**config.mk**
```make
export PLATFORM = sky130hd
export DESIGN_NAME = stump_shift_seq
export DESIGN_NICKNAME = d
export VERILOG_FILES = /design/src/rtl/stump_shift_seq.sv
export SDC_FILE = /design/constraint.sdc
export NUM_CORES = 1
export LEC_CHECK = 0
export BUFFER_PORTS_ARGS = -buffer_cell sky130_fd_sc_hd__buf_2
export CAP_MARGIN = 20
export CELL_PAD_IN_SITES_DETAIL_PLACEMENT = 0
export CELL_PAD_IN_SITES_GLOBAL_PLACEMENT = 1
export CORE_MARGIN = 10
export CORE_UTILIZATION = 31
export DETAILED_ROUTE_END_ITERATION = 6
export GPL_TIMING_DRIVEN = 0
export PLACE_DENSITY_LB_ADDON = 0.25
export SLEW_MARGIN = 5
export SYNTH_ARGS = -nofsm -noshare
export SYNTH_HDL_FRONTEND = slang
export SYNTH_SLANG_ARGS = --single-unit
```
**constraint.sdc**
```tcl
create_clock -name clk -period 1.85 [get_ports clk]
set_input_delay 0 -clock clk [delete_from_list [all_inputs] [get_ports clk]]
set_output_delay 0 -clock clk [all_outputs]
set_load 0.1 [all_outputs]
```
**src/rtl/stump_shift_seq.sv**
```systemverilog
`default_nettype none
// ----------------------------------------------------------------------------
// stump_shift_seq: drives an external 1-bit Stump shifter once per cycle to
// give a count-controlled shift. Optional abort port: STUMP_SHIFT_SEQ_ABORT_EN.
// Revision: 1.0
// ----------------------------------------------------------------------------
module stump_shift_seq #(
  parameter int WIDTH = 16,
  parameter int CNT_W = 4
) (
  input  logic             clk,
  input  logic             rst_n,
`ifdef STUMP_SHIFT_SEQ_ABORT_EN
  input  logic             abort,
`endif
  input  logic             start,
  input  logic [1:0]       op_in,
  input  logic [CNT_W-1:0] count_in,
  input  logic [WIDTH-1:0] operand_in,
  input  logic             c_in,
  output logic [WIDTH-1:0] sh_operand,
  output logic [1:0]       sh_op,
  output logic             sh_c_in,
  input  logic [WIDTH-1:0] sh_result,
  input  logic             sh_c_out,
  output logic             busy,
  output logic             done,
  output logic [WIDTH-1:0] result,
  output logic             c_out
);

  typedef enum logic [1:0] {
    S_IDLE  = 2'd0,
    S_SHIFT = 2'd1,
    S_DONE  = 2'd2
  } state_t;

  state_t             state_q, state_d;
  logic [WIDTH-1:0]   work_q,  work_d;
  logic               carry_q, carry_d;
  logic [1:0]         op_q,    op_d;
  logic [CNT_W-1:0]   cnt_q,   cnt_d;
  logic               abort_w;

`ifdef STUMP_SHIFT_SEQ_ABORT_EN
  assign abort_w = abort;
`else
  assign abort_w = 1'b0;
`endif

  always_ff @(posedge clk or negedge rst_n) begin
    if (!rst_n) begin
      state_q <= S_IDLE;
      work_q  <= '0;
      carry_q <= 1'b0;
      op_q    <= 2'b00;
      cnt_q   <= '0;
    end else begin
      state_q <= state_d;
      work_q  <= work_d;
      carry_q <= carry_d;
      op_q    <= op_d;
      cnt_q   <= cnt_d;
    end
  end

  always_comb begin
    state_d = state_q;
    work_d  = work_q;
    carry_d = carry_q;
    op_d    = op_q;
    cnt_d   = cnt_q;
    case (state_q)
      S_IDLE, S_DONE: begin
        state_d = S_IDLE;
        if (start) begin
          work_d  = operand_in;
          carry_d = c_in;
          op_d    = op_in;
          cnt_d   = count_in;
          state_d = ((count_in == '0) || (op_in == 2'b00)) ? S_DONE : S_SHIFT;
        end
      end
      S_SHIFT: begin
        // Abort wins over the final step and leaves the partial value in place.
        if (abort_w) begin
          state_d = S_IDLE;
        end else begin
          work_d  = sh_result;
          carry_d = sh_c_out;
          cnt_d   = cnt_q - 1'b1;
          if (cnt_q == {{(CNT_W-1){1'b0}}, 1'b1}) state_d = S_DONE;
        end
      end
      default: state_d = S_IDLE;
    endcase
  end

  assign sh_operand = work_q;
  assign sh_op      = op_q;
  assign sh_c_in    = carry_q;
  assign result     = work_q;
  assign c_out      = carry_q;
  assign busy       = (state_q != S_IDLE);
  assign done       = (state_q == S_DONE);

endmodule
`default_nettype wire

```
==> results.ini <==
[setup_path]
worstSetupPathType=reg -> reg
r2r_slack_ps=130
critical_path_peak_fanout=10
start_kind=flop
slowest_stage=dlygate4sd3_1
slowest_delay_ps=570
regToRegStartpoint=state_q[0]$_DFFE_PN0P_
crit_family=buffers and inverters
path_cells=nand2b_1, buf_2, buf_4, nand2_1, a31oi_1, dlygate4sd3_1
r2r_cells=6
endpoint_kind=flop
required_ps=2010
r2r-end=result[9]$_DFFE_PN0P_
arrival_ps=1870
path_buf_inv=3

[grt]
grt_max_degree=26
first_global_vias=1587
grt_use_total_pct=11.86
grt_pass1_wl_um=7410
grt_overflow=0
grt_antenna_before_repair=0

[timing]
fin_hold_ws_ps=3.884
worst_pin_slew_ps=580.4
slew_headroom_pct=61.30
period_minus_slack_ps=1718
final_hold_viol_count=0
period_share_pct=92.88
slew_violations=0
finalWorstSetupSlack_ps=131.6
setup_viol=0
fin_setup_tns_ps=0
skew_ps=4.571
max_freq_mhz=581.9
rsz0062_at_grt=false

[clock_tree]
path_clk_slew_ps=90
clockRootBuffer=clkbuf_8
cts_buffer_depth=2
clock-sinks=25
cts_tree=done
cts_buffers=3
htree_levels=1
clk_latency_ps=270

[worst_hold_path]
hold_path_end=result[15]$_DFFE_PN0P_
worstHoldPathCells=3
min_path_type=in -> reg
hold_start=sh_result[15]

[floorplan]
die_h_um=85.56
initial_utilization_pct=32.61
die-area_um2=7321
die_w_um=85.56
coreArea_um2=4086
std_cell_rows=23
ios=81

[placement]
gp_congestion=0.7253
portBuffers=80
placed_area_um2=1795
post-dp-hpwl_um=3345
dp_slack_ps=552.0

[finish]
fill_cells=399
seq_area_um2=626.9
drive_gt1_share_pct=40.00
multi_input_area_um2=503.0
nets=326
diodes=0
final_area_um2=2218
syn_to_final_growth_pct=66.48

[yosys]
synth_top_family_by_area=simple AND/OR/NAND/NOR gates
synth_nets=204
yosys-top-cells-area=dfrtp_1, nand2_1, buf_4
yosys_warnings=0
synth-xor-area-share_pct=0
synthCells=159
yosysTopAreaCellShare_pct=46.95
synth_area_um2=1333
ys_ff_latch=25
synthAdderAreaFrac_pct=1.878
ys_types=21
synth.area.mux_share_pct=0
synth_area_per_cell_um2=8.381
synth-simple-area-share_pct=23.76
synth_compound_area_share_pct=12.11
synth_area_leader_cell=dfrtp_1
yosysSeqAreaShare_pct=46.95

[drt]
drcViolationCount=0
wl_um=4490
drtIter0Drc=36
drtPass1Iterations=4
vias=1468
ant_nets=0
via_per_inst=4.448
routedWlPerCell_um=13.61

[outcome]
outcome=finished, final reports clean

[job]
maxCapViolCount=0

## how the worst max path moves through the flow
stage / from / slack, ps / end / cells past startpoint
5_1_grt: state_q[0]$_DFFE_PN0P_ / 6 / result[9]$_DFFE_PN0P_ / 5
3_3_place_gp: state_q[0]$_DFFE_PN0P_ / 550 / result[13]$_DFFE_PN0P_ / 4
3_5_place_dp: state_q[0]$_DFFE_PN0P_ / 550 / result[12]$_DFFE_PN0P_ / 4
6_report: state_q[0]$_DFFE_PN0P_ / 130 / result[9]$_DFFE_PN0P_ / 6
4_1_cts: state_q[0]$_DFFE_PN0P_ / 20 / result[13]$_DFFE_PN0P_ / 5
2_1_floorplan: state_q[0]$_DFFE_PN0P_ / 110 / done / 1
## per-layer routing
| metal | global-route usage [%] | up-vias | wire length [um] |
|---|---|---|---|
| met5 | 0 | - | 0 |
| met4 | 1.796 | 0 | 15 |
| met3 | 4.825 | 2 | 349 |
| met2 | 22.00 | 40 | 2247 |
| met1 | 12.40 | 675 | 1876 |
| li1 | - | 751 | - |
## synthesized netlist by cell type
| master | instances |
|---|---|
| a31oi_1 | 17 |
| buf_4 | 19 |
| nand2b_1 | 2 |
| a22o_1 | 1 |
| a32oi_1 | 1 |
| o211ai_1 | 3 |
| nand2_1 | 44 |
| clkbuf_1 | 1 |
| nor2_1 | 20 |
| o22ai_1 | 1 |
| dfrtp_1 | 25 |
| nand3_1 | 4 |
| buf_2 | 7 |
| nor4_1 | 1 |
| or2_2 | 1 |
| inv_1 | 3 |
| ha_1 | 2 |
| o311ai_0 | 1 |
| nor2b_1 | 3 |
| or3_1 | 2 |
| buf_6 | 1 |
## layout make-up
type,instances,area share [%]
timing repair buffer,118,35.19
inverter,3,0.5076
clock buffer,4,2.030
sequential,25,28.26
tap,50,2.820
buffer,27,8.517
multi-input combinational,103,22.67
## worst min-delay path, stage by stage
cell     delay [ps]
buf_2           100
nor2_1           90
a31oi_1          50
## layout by cell type (no fill, tap or decap)
cell            n
or2_2           1
nor4_1          1
nor2b_1         3
nand2b_1        2
buf_6           1
buf_2          86
o311ai_0        1
nor2_1         20
clkbuf_8        3
ha_1            2
nand3_1         4
a22o_1          1
inv_1           3
o211ai_1        3
dfrtp_1        24
a31oi_1        17
buf_4          19
a32oi_1         1
dfrtp_2         1
o22ai_1         1
nand2_1        44
clkbuf_2        1
or3_1           2
dlygate4sd3_1  38
clkbuf_1        1
## what timing repair did
item / CTS / global route
resized for setup: 0 / 3
endpoints found under the hold margin: 48 / 0
setup endpoints to repair: 0 / 6
buffers inserted: 0 / 0
hold buffers: 38 / 0
## cells by family after synthesis
family / count (synthesis)
buf+inv: 31
flops: 25
compound gates: 24
simple gates: 77
fa+ha+maj: 2
## sequential cells by signal, indices dropped and copies added, names as in the netlist
name / flops
result: 16
cnt_q: 4
sh_op: 2
state_q: 2
c_out: 1
## metrics by stage
stage | cells | util [%]
after floorplan | 159 | -
after global placement | 289 | 43.94
after detailed placement | 289 | 43.94
after CTS | 331 | 54.35
after global routing | 330 | 54.29
final | 330 | 54.29
Power is left out: the tool's default activity adds up to more than one toggle a clock period on the data nets, which glitch-free logic cannot reach.
